$ cat config.mk
export PLATFORM = sky130hd
export DESIGN_NAME = generator_sygnalow_rozrzadu
export DESIGN_NICKNAME = d
export VERILOG_FILES = /design/src/rtl/generator_sygnalow_rozrzadu.sv
export SDC_FILE = /design/constraint.sdc
export NUM_CORES = 1
export LEC_CHECK = 0
export CAP_MARGIN = 5
export CORE_MARGIN = 1.5
export CORE_UTILIZATION = 50
export CTS_CLUSTER_SIZE = 20
export DETAILED_ROUTE_END_ITERATION = 8
export PLACE_DENSITY = 0.75
export SYNTH_ARGS = -nofsm -noshare
export SYNTH_HDL_FRONTEND = slang
export SYNTH_SLANG_ARGS = --single-unit
$ cat constraint.sdc
create_clock -name clk -period 2.15 [get_ports clk]
set_input_delay 0.215 -clock clk [delete_from_list [all_inputs] [get_ports clk]]
set_output_delay 0.215 -clock clk [all_outputs]
set_load 0.02 [all_outputs]
$ cat src/rtl/generator_sygnalow_rozrzadu.sv
// generator_sygnalow_rozrzadu
//
// Crank-angle timing generator for a four-stroke engine. An external
// one-degree tick advances the crank angle over a KAT_MAX-degree cycle.
// Each of four channels (intake valve, exhaust valve, injector, spark) is
// driven high while the angle lies inside its on/off degree window. The
// window thresholds are shadow-latched only at cycle boundaries, so a change
// in the incoming angle table never glitches an output mid-cycle.
//
// Optional build macro: ZNACZNIK_GMP_EN adds a TDC marker input that forces
// the angle to 0 and a sticky synchronisation-error flag.
//
// Ports:
//   clk                            system clock, rising edge
//   rst_n                          asynchronous active-low reset
//   praca                          run request (1 = engine running)
//   impuls_stopnia                 one-degree advance tick
//   stopnie_zaswiecenie_* / stopnie_zgaszenie_*
//                                  on/off angles for ssacy, wydechowy, wtrysk, iskra
//   znacznik_gmp                   (ZNACZNIK_GMP_EN only) TDC marker pulse
//   kat                            current crank angle
//   zawor_ssacy, zawor_wydechowy,
//   wtrysk, iskra                  registered channel outputs
//   znacznik_cyklu                 one-clk pulse when the angle wraps to 0
//   licznik_cykli                  completed cycles, wraps modulo 2^CYKL_W
//   aktywny                        1 while running or running out
//   blad_synchronizacji            (ZNACZNIK_GMP_EN only) sticky marker error

module generator_sygnalow_rozrzadu #(
  parameter int KAT_MAX = 720,
  parameter int KAT_W   = 10,
  parameter int CYKL_W  = 16
) (
  input  logic              clk,
  input  logic              rst_n,
  input  logic              praca,
  input  logic              impuls_stopnia,
`ifdef ZNACZNIK_GMP_EN
  input  logic              znacznik_gmp,
`endif
  input  logic [KAT_W-1:0]  stopnie_zaswiecenie_ssacy,
  input  logic [KAT_W-1:0]  stopnie_zgaszenie_ssacy,
  input  logic [KAT_W-1:0]  stopnie_zaswiecenie_wydechowy,
  input  logic [KAT_W-1:0]  stopnie_zgaszenie_wydechowy,
  input  logic [KAT_W-1:0]  stopnie_zaswiecenie_wtrysk,
  input  logic [KAT_W-1:0]  stopnie_zgaszenie_wtrysk,
  input  logic [KAT_W-1:0]  stopnie_zaswiecenie_iskra,
  input  logic [KAT_W-1:0]  stopnie_zgaszenie_iskra,
  output logic [KAT_W-1:0]  kat,
  output logic              zawor_ssacy,
  output logic              zawor_wydechowy,
  output logic              wtrysk,
  output logic              iskra,
  output logic              znacznik_cyklu,
  output logic [CYKL_W-1:0] licznik_cykli,
  output logic              aktywny
`ifdef ZNACZNIK_GMP_EN
  ,
  output logic              blad_synchronizacji
`endif
);

  typedef enum logic [1:0] {
    IDLE   = 2'd0,
    RUN    = 2'd1,
    DOBIEG = 2'd2
  } stan_t;

  localparam int                 KANALY  = 4;
  localparam logic [KAT_W-1:0]   KAT_OST = KAT_W'(KAT_MAX - 1);

  stan_t             stan, stan_nast;
  logic [KAT_W-1:0]  kat_nast;
  logic              przeladuj;
  logic              ostatni;
  logic              zawiniecie;
  logic              gmp;

  // Channel order everywhere: 0 intake, 1 exhaust, 2 injector, 3 spark.
  logic [KAT_W-1:0]  wej_zal  [KANALY];
  logic [KAT_W-1:0]  wej_zgas [KANALY];
  logic [KAT_W-1:0]  cien_zal [KANALY];
  logic [KAT_W-1:0]  cien_zgas[KANALY];
  logic [KANALY-1:0] kanaly, kanaly_nast;

  assign wej_zal[0]  = stopnie_zaswiecenie_ssacy;
  assign wej_zgas[0] = stopnie_zgaszenie_ssacy;
  assign wej_zal[1]  = stopnie_zaswiecenie_wydechowy;
  assign wej_zgas[1] = stopnie_zgaszenie_wydechowy;
  assign wej_zal[2]  = stopnie_zaswiecenie_wtrysk;
  assign wej_zgas[2] = stopnie_zgaszenie_wtrysk;
  assign wej_zal[3]  = stopnie_zaswiecenie_iskra;
  assign wej_zgas[3] = stopnie_zgaszenie_iskra;

`ifdef ZNACZNIK_GMP_EN
  assign gmp = znacznik_gmp;
`else
  assign gmp = 1'b0;
`endif

  // A wrap happens either on the tick leaving the last degree or on a TDC
  // marker; the marker takes priority over a simultaneous tick. Both are
  // ignored while idle.
  assign ostatni    = (kat == KAT_OST);
  assign zawiniecie = (stan != IDLE) && (gmp || (impuls_stopnia && ostatni));

  // Window test on one channel. Thresholds beyond the cycle disable the
  // channel; on > off means the window straddles the wrap; equal means empty.
  function automatic logic w_oknie(input logic [KAT_W-1:0] k,
                                   input logic [KAT_W-1:0] a,
                                   input logic [KAT_W-1:0] b);
    logic wynik;
    if (a > KAT_OST || b > KAT_OST) wynik = 1'b0;
    else if (a < b)                 wynik = (k >= a) && (k < b);
    else if (a > b)                 wynik = (k >= a) || (k < b);
    else                            wynik = 1'b0;
    return wynik;
  endfunction

  // Next-state and next-angle logic.
  always_comb begin
    // NOTE: every signal gets a default before the case, so no path leaves
    // it unassigned and no latch is inferred.
    stan_nast = stan;
    kat_nast  = kat;
    przeladuj = 1'b0;
    case (stan)
      IDLE: begin
        kat_nast = '0;
        if (praca) begin
          stan_nast = RUN;
          przeladuj = 1'b1;
        end
      end
      RUN: begin
        if (zawiniecie) begin
          kat_nast  = '0;
          przeladuj = 1'b1;
        end else if (impuls_stopnia) begin
          kat_nast = kat + 1'b1;
        end
        stan_nast = praca ? RUN : DOBIEG;
      end
      DOBIEG: begin
        // The wrap ends the run-out even if praca has just come back.
        if (zawiniecie) begin
          kat_nast  = '0;
          stan_nast = IDLE;
        end else begin
          if (impuls_stopnia) kat_nast = kat + 1'b1;
          stan_nast = praca ? RUN : DOBIEG;
        end
      end
      default: begin
        kat_nast  = '0;
        stan_nast = IDLE;
      end
    endcase
  end

  // Channels follow the registered angle one clk later. They are held low
  // while idle and drop together with the angle when the run-out ends.
  always_comb begin
    kanaly_nast = '0;
    for (int c = 0; c < KANALY; c++) begin
      kanaly_nast[c] = (stan != IDLE) && (stan_nast != IDLE) &&
                       w_oknie(kat, cien_zal[c], cien_zgas[c]);
    end
  end

  always_ff @(posedge clk or negedge rst_n) begin
    if (!rst_n) begin
      stan           <= IDLE;
      kat            <= '0;
      kanaly         <= '0;
      znacznik_cyklu <= 1'b0;
      licznik_cykli  <= '0;
      aktywny        <= 1'b0;
      // NOTE: the shadow thresholds are a handful of flops, not a RAM, so
      // they are reset like any other state.
      for (int c = 0; c < KANALY; c++) begin
        cien_zal[c]  <= '0;
        cien_zgas[c] <= '0;
      end
    end else begin
      // NOTE: non-blocking assignments so every register samples the values
      // from before this edge, independent of statement order.
      stan           <= stan_nast;
      kat            <= kat_nast;
      kanaly         <= kanaly_nast;
      znacznik_cyklu <= zawiniecie;
      aktywny        <= (stan_nast != IDLE);
      if (zawiniecie) licznik_cykli <= licznik_cykli + 1'b1;
      if (przeladuj) begin
        for (int c = 0; c < KANALY; c++) begin
          cien_zal[c]  <= wej_zal[c];
          cien_zgas[c] <= wej_zgas[c];
        end
      end
    end
  end

`ifdef ZNACZNIK_GMP_EN
  // A marker anywhere but the last degree means ticks were lost or gained.
  always_ff @(posedge clk or negedge rst_n) begin
    if (!rst_n) begin
      blad_synchronizacji <= 1'b0;
    end else if (stan == IDLE && praca) begin
      blad_synchronizacji <= 1'b0;
    end else if (stan != IDLE && gmp && !ostatni) begin
      blad_synchronizacji <= 1'b1;
    end
  end
`endif

  assign zawor_ssacy     = kanaly[0];
  assign zawor_wydechowy = kanaly[1];
  assign wtrysk          = kanaly[2];
  assign iskra           = kanaly[3];

endmodule

== Word level (Yosys, flattened, before mapping) ==
Cells that the tools add are included.

* Register bits: 114
* Input bits: 84
* Output and inout port bits: 32
* Word-level logic and storage cells: 89

* Add/sub/neg operators: 2
* Order comparisons: 24
* Eq/ne operators: 4
* Multiplexer cells: 22
* Reductions and logical operators: 23

{| class="wikitable"
|+ Operators by type and width
! operator !! count
|-
| $gt A10 B10 Y1 const B || 8
|-
| $lt A10 B10 Y1 || 8
|-
| $ge A10 B10 Y1 || 4
|-
| $gt A10 B10 Y1 || 4
|-
| $mux W10 || 3
|-
| $add A16 B1 Y16 const B || 1
|-
| $mux W1 || 14
|-
| $logic_and A1 B1 Y1 || 11
|-
| $add A10 B1 Y10 const B || 1
|-
| $eq A10 B10 Y1 const B || 1
|-
| $logic_or A1 B1 Y1 || 8
|-
| $mux W2 || 3
|-
| $pmux W2 S3 || 1
|-
| $reduce_bool A2 Y1 || 2
|-
| $ne A3 B1 Y1 const B || 1
|-
| $eq A2 B1 Y1 const B || 1
|-
| $eq A2 B2 Y1 const B || 1
|-
| $logic_not A2 Y1 || 1
|-
| $pmux W1 S2 || 1
|-
| $reduce_or A2 Y1 || 1
|}

== Logic depth before layout (Yosys ltp) ==
Gate-level depths: netlist of the first run.

* Depth after elaboration: 8
* Mapped depth: 9
* Gate-level depth less buffers: 8

== Worst setup path after synthesis of the first run ==
No wires, ideal clock.

* Kind: reg2reg
* From: register kat[4]
* To: register kanaly[0]
* Library setup time: 0.077 ns
* Arrival: 2.214 ns
* Required time: 2.073 ns
* Path slack: -0.141 ns
* Stages on the path, launching flop included: 7
* Path buffers: 0
* Period minus slack after synthesis: 2.291 ns
* Cell sequence: dfrtp_1 > ha_1 > a21oi_1 > a211oi_1 > a2111o_1 > or4b_1 > a21oi_1

* Longest elaborated chain between the ends: 8
* Elaborated cells between the ends (all ways): 15
* Those cells by class: 2 x order compare; 1 x eq/ne; 5 x mux; 7 x reduce/logical

{| class="wikitable"
|+ Ends and longest elaborated chain
! item !! RTL line !! text
|-
| start: declaration || 49 || <nowiki>output logic [KAT_W-1:0] kat,</nowiki>
|-
| start signal: assignment || 189 || <nowiki>kat <= kat_nast;</nowiki>
|-
| parallel branches: the longest is 7 deep, another holds $ge A10 B10 Y1 || - ||
|-
| $logic_and A1 B1 Y1 * || 166 || <nowiki>kanaly_nast[c] = (stan != IDLE) && (stan_nast != IDLE) &&</nowiki>
|-
| net kanaly_nast[0] || 84 || <nowiki>logic [KANALY-1:0] kanaly, kanaly_nast;</nowiki>
|-
| end signal: assignment || 190 || <nowiki>kanaly <= kanaly_nast;</nowiki>
|-
| end: declaration || 84 ||
|}

Mark *: on every way through the listed nets, which the timed path passes.
A chain may end at the register's enable or synchronous reset.

== Worst setup path in the final report of the first run ==
* From: register cien_zgas[37] (netlist bit)
* To: register kanaly[0]

* Longest elaborated chain between the ends: 6
* Elaborated cells between the ends (all ways): 11
* Those cells by class: 4 x order compare; 3 x mux; 4 x reduce/logical

{| class="wikitable"
|+ Ends and longest elaborated chain
! item !! RTL line !! text
|-
| start: declaration || 83 || <nowiki>logic [KAT_W-1:0] cien_zgas[KANALY];</nowiki>
|-
| start signal: indexed assignment || 197 || <nowiki>cien_zgas[c] <= wej_zgas[c];</nowiki>
|-
| $lt A10 B10 Y1 || 114, 115 ||
|-
| $logic_or A1 B1 Y1 || 115 || <nowiki>else if (a > b) wynik = (k >= a) || (k < b);</nowiki>
|-
| $mux W1 || 115 ||
|-
| $mux W1 || 114 || <nowiki>else if (a < b) wynik = (k >= a) && (k < b);</nowiki>
|-
| $mux W1 * || 113 || <nowiki>if (a > KAT_OST || b > KAT_OST) wynik = 1'b0;</nowiki>
|-
| $logic_and A1 B1 Y1 * || 166 ||
|-
| net kanaly_nast[0] || 84 ||
|}

The timed path passes the listed nets; every way through them passes the cells marked *.

==> results.yml, run 1 <==
placement:
  place_congestion: 0.866
  hpwl_microns: 14200
  portBuffers: 115
run:
  maxCapViolCount: 0
sta:
  finalHoldViolCount: 0
  drv_slew: 0
  period_needed_ns: 2.08
  fin_hold_ws_ns: 0.329
  finalSetupViolCount: 0
  tns_ns: 0
  timing.final.crit_share_pct: 96.9
  slew_headroom_pct: 61.5
  finalClockSkew_ns: 0.00883
  fmax_mhz: 480
  tightest_slew_ns: 0.577
setup_path:
  end_kind: "flop"
  r2r_slack_ns: 0.07
  required_ns: 2.50
  crit_path_start_kind: "flop"
  arrival_ns: 2.43
  rr_worst_depth: 7
  critical_path.max_fanout: 3
  crit_path_start: "cien_zgas[37]"
  timing.rr.start: "cien_zgas[37]"
  path_class: "reg -> reg"
floorplan:
  num_rows: 44
  die_area_sq_um: 15700
  fp.dieH_microns: 125
  ioPinCount: 116
  design.core.area_sq_um: 14500
  fp.dieW_microns: 125
  start_util_pct: 51.3
cts:
  clk_pin_slew_ns: 0.05
  cts_buffer_depth: 2
  cts.sinks: 114
  cts_tree: "built"
  cts_inserted_buffers: 17
  insertion_delay_ns: 0.42
  cts_root_buf: "clkbuf_16"
  htreeDepth: 4
drt:
  via_count: 6008
  antenna_left: 0
  wire_per_inst_microns: 17.4
  drcViolationCount: 0
  drt_pass1_iterations: 5
  finalWirelength_microns: 18400
  vias_per_cell: 5.67
  drtIter0Drc: 349
logic_synthesis:
  synth_cells: 705
  ys_warn_count: 0
  ys_ff_latch: 114
  synth.distinct_cells: 43
  synthesis.nets: 911
  syn_avg_cell_area_sq_um: 10.6
  synth-seq-area-share_pct: 38.2
  syn_area_sq_um: 7460
power_and_ir_drop:
  max-vdd-ir-drop_uv: 653
  p_leak_nw: 4.70
  clock_power_share_pct: 20.6
  p_int_mw: 7.45
  combPwrFrac_pct: 48.6
  p_sw_share_pct: 38.5
  power_switching_mw: 4.66
  seq_power_share_pct: 30.8
  power_mw: 12.1
  power.density_nw_per_um2: 1260
global_routing:
  grt_use_total_pct: 24.6
  grt_pass1_vias: 6300
  grt_antenna_before_repair: 0
  grt_overflow: 0
  grt_max_degree: 53
  grt_pass1_wl_microns: 30800
cells_and_area:
  post-route-util_pct: 66.3
  drive_gt1_share_pct: 17.3
  diodes: 0
  final_net_count: 1073
  syn_to_final_growth_pct: 29.3
min_path:
  hp-class: "in -> async"
outcome:
  status: "completed"
==> flip-flops by register name, summed over array words and instances, names as in the netlist <==
signal          cells
stan                2
kat                10
cien_zgas          40
licznik_cykli      16
cien_zal           40
znacznik_cyklu      1
kanaly              4
aktywny             1
==> metal layers <==
| layer | vias to the layer above | GRT usage, % | routed length, microns |
|---|---|---|---|
| met1 | 2923 | 31.2 | 8140 |
| met3 | 51 | 5.22 | 892 |
| met4 | 0 | 10.4 | 498 |
| met5 | - | 0 | 0 |
| li1 | 2850 | - | - |
| met2 | 184 | 40.8 | 8890 |
==> placed cells by master, fill, tap and decap left out, types with 6 or more instances in the layout <==
cell / count
ha_1: 120
clkdlybuf4s50_1: 114
dfrtp_1: 109
inv_1: 85
mux2_2: 72
a21oi_1: 46
nand2_1: 43
nor2_1: 36
buf_4: 32
a211oi_1: 19
nand3_1: 19
clkbuf_16: 17
nand4_1: 16
o21ai_0: 16
xor2_1: 13
nand2b_1: 11
xnor2_1: 11
o211ai_1: 9
mux2_1: 8
a41oi_1: 7
and3_1: 6
==> synth_stat cells, drive strengths merged <==
cell     number  share of area, %
a2111o        1              0.15
a211o         2              0.23
a211oi       19               1.9
a21oi        47               3.2
a22oi         1              0.29
a2bb2oi       3              0.35
a31oi         1             0.084
a41o          1              0.13
a41oi         7              0.82
and2          1              0.12
and3          7              0.65
and4          5              0.65
buf           9               1.3
dfrtp       114                38
ha          122                20
inv          86               4.3
mux2         80                12
mux2i         1              0.13
nand2        43               2.2
nand2b       11              0.92
nand3        20               1.4
nand4        17               1.5
nor2         37               1.9
nor3          2              0.13
nor4          5              0.62
o211ai        9              0.91
o21ai        16               1.1
o21bai        1              0.10
o221ai        3              0.35
o22ai         3              0.25
o2bb2ai       3              0.35
or2           1             0.084
or4           1              0.10
or4b          2              0.27
xnor2        11               1.3
xor2         13               1.5
==> cell families (layout without fill, tap and decap cells) <==
logic type      Yosys count  after routing  synth area share, %
xor+xnor                 24             24                 2.82
simple gates            152            152                 10.5
compound gates          117            117                 10.2
buf+inv                  95            265                 5.60
mux                      81             81                 12.2
flops                   114            114                 38.2
fa+ha+maj               122            122                 20.5
==> worst paths after layout <==
| kind | to |
|---|---|
| min in group clk | cien_zgas[15] |
| setup / recovery | kanaly[0] |
| hold / removal | licznik_cykli[15] |
| hold reg to reg | licznik_cykli[15] |
| max in group asynchronous | kat[8] |
| setup reg to reg | kanaly[0] |
==> stage by stage <==
stage	std cells	worst slack, ns	area (sq um)
2_1_floorplan	705	-0.0136	7460
5_1_grt	1059	-0.00746	9640
4_1_cts	1057	0.0181	9590
3_5_place_dp	1029	0.0536	9070
6_report	1059	0.0665	9640
3_3_place_gp	1029	0.109	9070
==> power groups by stage <==
stage	clock, mW	sequential, mW	combinational (mW)
after floorplan	0	3.58	4.09
after global placement	0	3.74	5.38
after detailed placement	0	3.76	5.76
after CTS	2.53	3.73	5.85
after global routing	2.63	3.85	6.60
final	2.50	3.73	5.88
==> critical path: stages, from the launching register on <==
cell and delay [ns]:
dfrtp_1 0.39, inv_1 0.11, ha_1 0.25, a21oi_1 0.15
nor2_1 0.07, a2111o_1 0.39, or4b_1 0.50, a21oi_1 0.15
==> timing repair <==
item | CTS | global route
hold endpoints to repair | 39 | 0
setup buffers | 0 | 2
hold buffers | 1 | 0
endpoints found under the setup margin | 0 | 83
gates resized for setup | 0 | 8
==> area by class of cell <==
type / count / area (sq um)
clock buffers: 27 / 513
fillers: 1161 / 4890
inverters: 86 / 323
multi-input cells: 496 / 4230
flip-flops and latches: 114 / 2860
well taps: 184 / 230
repair buffers: 152 / 1490
Note: power is estimated with default switching activity, not from simulation.
==> run 2: changes to the inputs <==
Settings changed: CORE_UTILIZATION 50 to 55, PLACE_DENSITY 0.75 to 0.78.
Clock period 2.15 ns to 2.05 ns, I/O delays scaled along.
==> results.yml, run 2 (synthesis results as in run 1) <==
power_and_ir_drop:
  power_mw: 13.6
  p_leak_nw: 4.80
  max-vdd-ir-drop_uv: 876
  power.density_nw_per_um2: 1370
cells_and_area:
  fillerInstances: 924
  final_net_count: 1089
  largestRegisters: "cien_zal x40, cien_zgas x40, licznik_cykli x16"
  syn_to_final_growth_pct: 33.5
  diodes: 0
  drive_gt1_share_pct: 22.7
  layout.cells.most_common: "ha_1"
  final_cell_mix: "ha_1 (116), clkdlybuf4s50_1 (114), dfrtp_1 (105), inv_1 (79), mux2_2 (72)"
cts:
  cts.sinks: 114
  cts_inserted_buffers: 17
  insertion_delay_ns: 0.43
  htreeDepth: 4
  cts_tree: "built"
  clk_pin_slew_ns: 0.05
  cts_root_buf: "clkbuf_16"
  cts_buffer_depth: 2
setup_path:
  path_class: "reg -> reg"
  end_kind: "flop"
  critical_path.max_fanout: 4
  arrival_ns: 2.42
  required_ns: 2.41
  crit_path_start_kind: "flop"
sta:
  tightest_slew_ns: 0.385
  tns_ns: -0.0103
  drv_slew: 0
  timing.final.crit_share_pct: 101
  finalHoldViolCount: 0
  finalSetupViolCount: 1
  slew_headroom_pct: 74.3
  rsz0062_at_grt: "yes"
  period_needed_ns: 2.06
  fmax_mhz: 485
  finalClockSkew_ns: 0.00774
  worst_slack_ns: -0.0103
placement:
  hpwl_microns: 14000
  pre_cts_ws_ns: -0.0577
  portBuffers: 115
  place_congestion: 0.918
outcome:
  violations: "negative setup slack"
  status: "finished with violations"
global_routing:
  grt_max_degree: 69
  grt_use_total_pct: 27.6
  grt_pass1_vias: 6501
  grt_pass1_wl_microns: 30900
  grt_antenna_before_repair: 0
  grt_overflow: 0
drt:
  wire_per_inst_microns: 17.7
  finalWirelength_microns: 19000
  antenna_left: 0
  drtIter0Drc: 243
  drt_pass1_iterations: 7
  vias_per_cell: 5.79
  drcViolationCount: 0
  via_count: 6207
floorplan:
  fp.dieW_microns: 119
  start_util_pct: 56.3
  num_rows: 42
  design.core.area_sq_um: 13200
  fp.dieH_microns: 119
  ioPinCount: 116
  die_area_sq_um: 14300
run:
  maxCapViolCount: 0
min_path:
  hp-class: "in -> async"
run 2: per-layer routing:
metal | GRT usage, % | routed length (microns)
met1 | 34.0 | 8150
met2 | 47.6 | 9440
met3 | 5.60 | 952
met4 | 10.7 | 462
met5 | 0 | 0
run 2: path summary, 6_finish.rpt:
kind / to / depth (start not counted) / slack, ns / startpoint
worst min register to register: licznik_cykli[15] / 1 / 0.48 / licznik_cykli[15]
worst min-delay path: stan[0] / 3 / 0.32 / rst_n
min in group clk: cien_zgas[15] / 2 / 0.37 / stopnie_zgaszenie_wtrysk[5]
worst max register to register: kanaly[0] / 6 / -0.01 / kat[8]
max in group asynchronous: kat[4] / 3 / 1.37 / rst_n
worst max-delay path: kanaly[0] / 6 / -0.01 / kat[8]
run 2: stage by stage:
step | area (sq um) | util (%) | hold WS (ns) | cells
finish | 9960 | 75.2 | 0.321 | 1072
global route | 9960 | 75.2 | 0.365 | 1072
CTS | 9770 | 73.8 | 0.315 | 1065
detailed placement | 9150 | 69.1 | 0.223 | 1031
global placement | 9150 | 69.1 | 0.224 | 1031
floorplan | 7490 | - | -0.0906 | 705
run 2: area by class of cell:
| cell class | instances | area [sq um] | area share (%) |
|---|---|---|---|
| flip-flops and latches | 114 | 2860 | 28.8 |
| inverters | 86 | 323 | 3.24 |
| repair buffers | 168 | 1610 | 16.1 |
| well taps | 176 | 220 | 2.21 |
| multi-input cells | 496 | 4370 | 43.8 |
| clock buffers | 21 | 440 | 4.42 |
| clock inverters | 11 | 138 | 1.38 |
run 2: critical path: stages (launching register included):
cell      delay (ns)
dfrtp_2         0.44
ha_1            0.33
nand4_1         0.13
a211oi_1        0.06
a2111o_1        0.36
or4b_4          0.52
a21oi_2         0.13
run 2: report_power, final:
part | total, mW | internal, mW | switching, mW | leakage, nW
clock network | 2.93 | 1.89 | 1.04 | 0.277
logic | 6.75 | 3.34 | 3.41 | 3.14
registers | 3.93 | 3.15 | 0.775 | 1.38
run 2: what timing repair did:
item                       4_1_cts  5_1_grt
setup endpoints to repair       56       90
hold buffers                     1        0
pin swaps                        2       12
resized for setup                6       36
buffers inserted                 1        7
hold endpoints to repair       114        0
